**config.mk**
```make
export PLATFORM = sky130hd
export DESIGN_NAME = lsu_ctrl
export DESIGN_NICKNAME = d
export VERILOG_FILES = /design/src/rtl/lsu_ctrl.sv
export SDC_FILE = /design/constraint.sdc
export NUM_CORES = 1
export LEC_CHECK = 0
export ABC_AREA = 1
export CAP_MARGIN = 20
export CORE_MARGIN = 4
export CORE_UTILIZATION = 40
export DETAILED_ROUTE_END_ITERATION = 10
export PLACE_DENSITY = 0.8
export SLEW_MARGIN = 20
export SYNTH_ARGS = -nofsm -noshare
export SYNTH_HDL_FRONTEND = slang
export SYNTH_SLANG_ARGS = --single-unit
```
**constraint.sdc**
```tcl
create_clock -name clk -period 5.05 [get_ports clk]
set_clock_uncertainty 0.05 [all_clocks]
set_input_delay 1.2625 -clock clk [delete_from_list [all_inputs] [get_ports clk]]
set_output_delay 1.2625 -clock clk [all_outputs]
set_load 0.02 [all_outputs]
```
**src/rtl/lsu_ctrl.sv**
```systemverilog
// Load/store controller: one request per handshake, SRAM byte-mask access,
// extended load data through a registered response, saturating access counters.
module lsu_ctrl #(
   parameter int unsigned CNT_W = 16
) (
   input  logic             clk,
   input  logic             rst,
   input  logic             req_valid,
   output logic             req_ready,
   input  logic             req_we,
   input  logic [2:0]       req_funct3,
   input  logic [31:0]      req_addr,
   input  logic [31:0]      req_wdata,
   output logic             resp_valid,
   input  logic             resp_ready,
   output logic [31:0]      resp_rdata,
   output logic             resp_fault,
   output logic [3:0]       sram_w_en,
   output logic [15:0]      sram_address,
   output logic [31:0]      sram_write_data,
   input  logic [31:0]      sram_read_data,
   output logic [CNT_W-1:0] cnt_loads,
   output logic [CNT_W-1:0] cnt_stores,
   output logic [CNT_W-1:0] cnt_faults
);

   typedef enum logic [1:0] {IDLE, ACCESS, RESP} state_e;

   state_e            state_q, state_d;
   logic              we_q, we_d;
   logic [2:0]        f3_q, f3_d;
   logic [31:0]       addr_q, addr_d;
   logic [31:0]       wdata_q, wdata_d;
   logic [31:0]       rdata_q, rdata_d;
   logic              fault_q, fault_d;
   logic [CNT_W-1:0]  ld_cnt_q, ld_cnt_d;
   logic [CNT_W-1:0]  st_cnt_q, st_cnt_d;
   logic [CNT_W-1:0]  ft_cnt_q, ft_cnt_d;

   logic [3:0]        mask;
   logic [1:0]        size_m1;
   logic              f3_ok;
   logic [16:0]       end_addr;
   logic              acc_fault;
   logic [31:0]       load_ext;

   // Access decode on the latched request; only meaningful in ACCESS.
   always_comb begin
      mask    = 4'b1111;
      size_m1 = 2'd3;
      case (f3_q[1:0])
         2'b00:   begin mask = 4'b0001; size_m1 = 2'd0; end
         2'b01:   begin mask = 4'b0011; size_m1 = 2'd1; end
         default: begin mask = 4'b1111; size_m1 = 2'd3; end
      endcase
      if (we_q) f3_ok = (f3_q == 3'b000) || (f3_q == 3'b001) || (f3_q == 3'b010);
      else      f3_ok = (f3_q == 3'b000) || (f3_q == 3'b001) || (f3_q == 3'b010) ||
                        (f3_q == 3'b100) || (f3_q == 3'b101);
      end_addr  = {1'b0, addr_q[15:0]} + 17'(size_m1);
      acc_fault = (addr_q[31:16] != 16'd0) || !f3_ok || end_addr[16];
      case (f3_q)
         3'b000:  load_ext = {{24{sram_read_data[7]}}, sram_read_data[7:0]};
         3'b001:  load_ext = {{16{sram_read_data[15]}}, sram_read_data[15:0]};
         3'b100:  load_ext = {24'd0, sram_read_data[7:0]};
         3'b101:  load_ext = {16'd0, sram_read_data[15:0]};
         default: load_ext = sram_read_data;
      endcase
   end

   // Next-state and datapath updates.
   always_comb begin
      state_d  = state_q;
      we_d     = we_q;
      f3_d     = f3_q;
      addr_d   = addr_q;
      wdata_d  = wdata_q;
      rdata_d  = rdata_q;
      fault_d  = fault_q;
      ld_cnt_d = ld_cnt_q;
      st_cnt_d = st_cnt_q;
      ft_cnt_d = ft_cnt_q;
      case (state_q)
         IDLE: begin
            if (req_valid) begin
               we_d    = req_we;
               f3_d    = req_funct3;
               addr_d  = req_addr;
               wdata_d = req_wdata;
               state_d = ACCESS;
            end
         end
         ACCESS: begin
            state_d = RESP;
            fault_d = acc_fault;
            rdata_d = (acc_fault || we_q) ? 32'd0 : load_ext;
            if (acc_fault) begin
               if (ft_cnt_q != '1) ft_cnt_d = ft_cnt_q + CNT_W'(1);
            end else if (we_q) begin
               if (st_cnt_q != '1) st_cnt_d = st_cnt_q + CNT_W'(1);
            end else begin
               if (ld_cnt_q != '1) ld_cnt_d = ld_cnt_q + CNT_W'(1);
            end
         end
         RESP: begin
            if (resp_ready) state_d = IDLE;
         end
         default: state_d = IDLE;
      endcase
   end

   always_ff @(posedge clk or posedge rst) begin
      if (rst) begin
         state_q  <= IDLE;
         we_q     <= 1'b0;
         f3_q     <= 3'd0;
         addr_q   <= 32'd0;
         wdata_q  <= 32'd0;
         rdata_q  <= 32'd0;
         fault_q  <= 1'b0;
         ld_cnt_q <= '0;
         st_cnt_q <= '0;
         ft_cnt_q <= '0;
      end else begin
         state_q  <= state_d;
         we_q     <= we_d;
         f3_q     <= f3_d;
         addr_q   <= addr_d;
         wdata_q  <= wdata_d;
         rdata_q  <= rdata_d;
         fault_q  <= fault_d;
         ld_cnt_q <= ld_cnt_d;
         st_cnt_q <= st_cnt_d;
         ft_cnt_q <= ft_cnt_d;
      end
   end

   // Outputs decode the state flop so reset clears the write mask immediately.
   assign req_ready       = (state_q == IDLE) && !rst;
   assign resp_valid      = (state_q == RESP);
   assign resp_rdata      = rdata_q;
   assign resp_fault      = fault_q;
   assign sram_w_en       = ((state_q == ACCESS) && we_q && !acc_fault) ? mask : 4'b0000;
   assign sram_address    = addr_q[15:0];
   assign sram_write_data = wdata_q;
   assign cnt_loads       = ld_cnt_q;
   assign cnt_stores      = st_cnt_q;
   assign cnt_faults      = ft_cnt_q;

endmodule

```
==> results.json <==
{
  "post-route-drc-count": 0,
  "syn_avg_cell_area_um2": 7.47,
  "drtPass1Iterations": 8,
  "clk_path_buf_depth": 2,
  "cts.repair.resized": 0,
  "p_leak_uw": 0.00503,
  "slew_violations": 0,
  "ctsHoldBuffers": 0,
  "switching_share_pct": 38.7,
  "vdd_ir_drop_max_mv": 0.348,
  "grt_start_max_net_pins": 152,
  "final_layout_size_suffix_gt1_share_pct": 4.81,
  "synth-seq-area-share_pct": 49.2,
  "grt_use_met2_pct": 34.2,
  "use_met1_pct": 25.8,
  "holdWs_ns": 0.427,
  "grt_overflow": 0,
  "initial_utilization_pct": 40.8,
  "netlist_area_um2": 7680,
  "gp_congestion": 0.866,
  "max_slew.worst_pin.slew_ns": 0.917,
  "powerDensity_nw_per_um2": 431,
  "ant_nets": 0,
  "netlist_instances": 1029,
  "seqPwrFrac_pct": 37.2,
  "max_freq_mhz": 239,
  "async_reset_ff_share_pct": 100,
  "relSlewSlack_pct": 38.8,
  "cp.required_ns": 3.74,
  "synth_top_area_cell": "dfrtp_1",
  "drt-initial-drc-count": 431,
  "cts_tree": "yes",
  "hold_class": "flip-flop to flip-flop",
  "synth_edf_count": 0,
  "grt_pass1_wl_um": 36300,
  "period_share_pct": 82.8,
  "dieHeight_um": 147,
  "fin_area_um2": 10700,
  "die_x_um": 147,
  "dp_slack_ns": 1.21,
  "clk_pin_slew_ns": 0.07,
  "yosysMostFrequentCell": "nand2_1",
  "synth.area.top_cells": "dfrtp_1 (49%), nand2_1 (26%), nand4_1 (4.8%)",
  "synth_top_area_share_pct": 49.2,
  "status": "finished clean",
  "area_delta_synth_final_pct": 39.0,
  "setup_ws_ns": 0.867,
  "worstSetupPathType": "flip-flop to output port",
  "cts_buffers": 17,
  "worstPathMaxFanout": 21,
  "ys_ff_latch": 151,
  "crit_arrival_ns": 2.87,
  "rows": 50,
  "busiest_layer": "met2",
  "post_cts_buffers": 0,
  "die-area_um2": 21500,
  "placed_area_um2": 10100,
  "h-tree-depth": 4,
  "cts-root-buf": "clkbuf_16",
  "cp-end-kind": "output port",
  "gr-usage-met3_pct": 6.98,
  "dp_hpwl_um": 15500,
  "io_buffers": 238,
  "rsz0062_at_grt": "false",
  "viasPerCell": 4.82,
  "antenna_found_initial": 2,
  "wirelength_um": 22300,
  "hold_violations": 0,
  "cap_violations": 0,
  "tns_ns": 0,
  "core_um2": 18800,
  "finalSetupViolCount": 0,
  "ios": 239,
  "comb_power_share_pct": 36.9,
  "num_vias": 7274,
  "intPower_uw": 2820,
  "cp-start-kind": "flip-flop",
  "post_drt_wl_per_cell_um": 14.8,
  "synth_flop_cell": "dfrtp_1",
  "period_minus_slack_ns": 4.18,
  "yosysUniqueCellTypes": 30,
  "clkPwrFrac_pct": 25.9,
  "clock_sinks": 151,
  "ys_top_cells_by_count": "nand2_1 (523), dfrtp_1 (151), nor2_1 (86)",
  "gr-usage-all-layers_pct": 20.6,
  "grt_pass1_vias": 7072,
  "syn_nets": 1137,
  "final_nets": 1342,
  "yosysWarningCount": 0,
  "p_switching_uw": 1790,
  "worstSkewPairLatency_ns": 0.42
}
-- cell usage in the layout, fill, tap and decap left out --
cell type / netlist / layout
nand2_1: 523 / 522
clkdlybuf4s50_1: 0 / 238
dfrtp_1: 151 / 151
nor2_1: 86 / 86
nand4_1: 59 / 59
inv_1: 45 / 44
o21ai_0: 39 / 39
clkbuf_16: 0 / 17
nand3_1: 14 / 14
xnor2_1: 14 / 14
a21oi_1: 8 / 8
xor2_1: 7 / 7
inv_6: 0 / 7
nor2_2: 6 / 6
clkinvlp_4: 0 / 5
ha_1: 4 / 4
buf_4: 18 / 4
nand3_2: 3 / 3
nand2_2: 1 / 2
clkinv_2: 0 / 2
clkinv_4: 0 / 2
diode_2: 0 / 1
inv_2: 2 / 1
a21oi_2: 1 / 1
nor2_4: 1 / 1
o21bai_2: 1 / 1
nand2_4: 1 / 1
nand3_4: 1 / 1
nand4_2: 1 / 1
nand4_4: 1 / 1
nor2_8: 1 / 1
nor3_1: 1 / 1
a31oi_4: 1 / 1
clkbuf_8: 0 / 1
buf_12: 0 / 1
-- critical path: stages (launching register included) --
cell and delay, ns:
dfrtp_1 0.45, inv_2 0.24, nor2_2 0.68, nand2_1 0.27
nor2_1 0.18, clkdlybuf4s50_1 0.63
-- stage by stage --
stage / cells / total power (uW) / util, %
3_5_place_dp: 1475 / 3430 / 53.8
4_1_cts: 1507 / 4650 / 56.7
6_report: 1508 / 4610 / 56.7
5_1_grt: 1508 / 4890 / 56.7
2_1_floorplan: 1029 / 2760 / -
3_3_place_gp: 1475 / 3400 / 53.8
-- layer usage --
| layer | up-vias | wire length, um |
|---|---|---|
| met5 | - | 13 |
| met4 | 2 | 448 |
| met3 | 32 | 1770 |
| met2 | 250 | 10500 |
| met1 | 3357 | 9580 |
| li1 | 3633 | - |
-- layout make-up --
class	count	area, um^2
Antenna cell	1	2.50
Clock buffer	18	439
Clock inverter	14	114
Fill cell	1668	8150
Inverter	47	181
Multi-Input combinational cell	774	3410
Sequential cell	151	3780
Tap cell	260	325
Timing Repair Buffer	243	2430
-- power groups by stage --
stage	clock network [uW]	registers (uW)	logic [uW]
2_1_floorplan	0	1860	896
3_3_place_gp	0	1710	1680
3_5_place_dp	0	1730	1710
4_1_cts	1220	1710	1720
5_1_grt	1280	1750	1860
6_report	1200	1710	1700
-- registers in the layout (all words and copies together) (netlist names) --
register,cells
state_q,2
f3_q,3
we_q,1
sram_write_data,32
cnt_faults,16
resp_fault,1
cnt_loads,16
resp_rdata,32
addr_q,32
cnt_stores,16
-- path summary, 6_finish.rpt --
path / from / endpoint / slack [ns] / depth (start not counted)
worst max-delay path: we_q / sram_w_en[2] / 0.87 / 5
max in group asynchronous: rst / cnt_stores[6] / 2.89 / 3
worst max register to register: cnt_loads[0] / cnt_loads[5] / 2.67 / 9
worst min register to register: sram_write_data[25] / sram_write_data[25] / 0.43 / 2
min in group asynchronous: rst / sram_write_data[5] / 1.36 / 3
worst min-delay path: sram_write_data[25] / sram_write_data[25] / 0.43 / 2
-- logic make-up after synthesis --
kind of cell	count (synthesis)	share of synthesized area, %
buffers and inverters	104	6.48
AO/OA/AOI/OAI	50	3.60
flip-flops	151	49.2
adder cells (fa/ha/maj)	4	0.651
XOR/XNOR	21	2.39
AND/OR/NAND/NOR	699	37.7
Note: power is estimated with default switching activity, not from simulation.
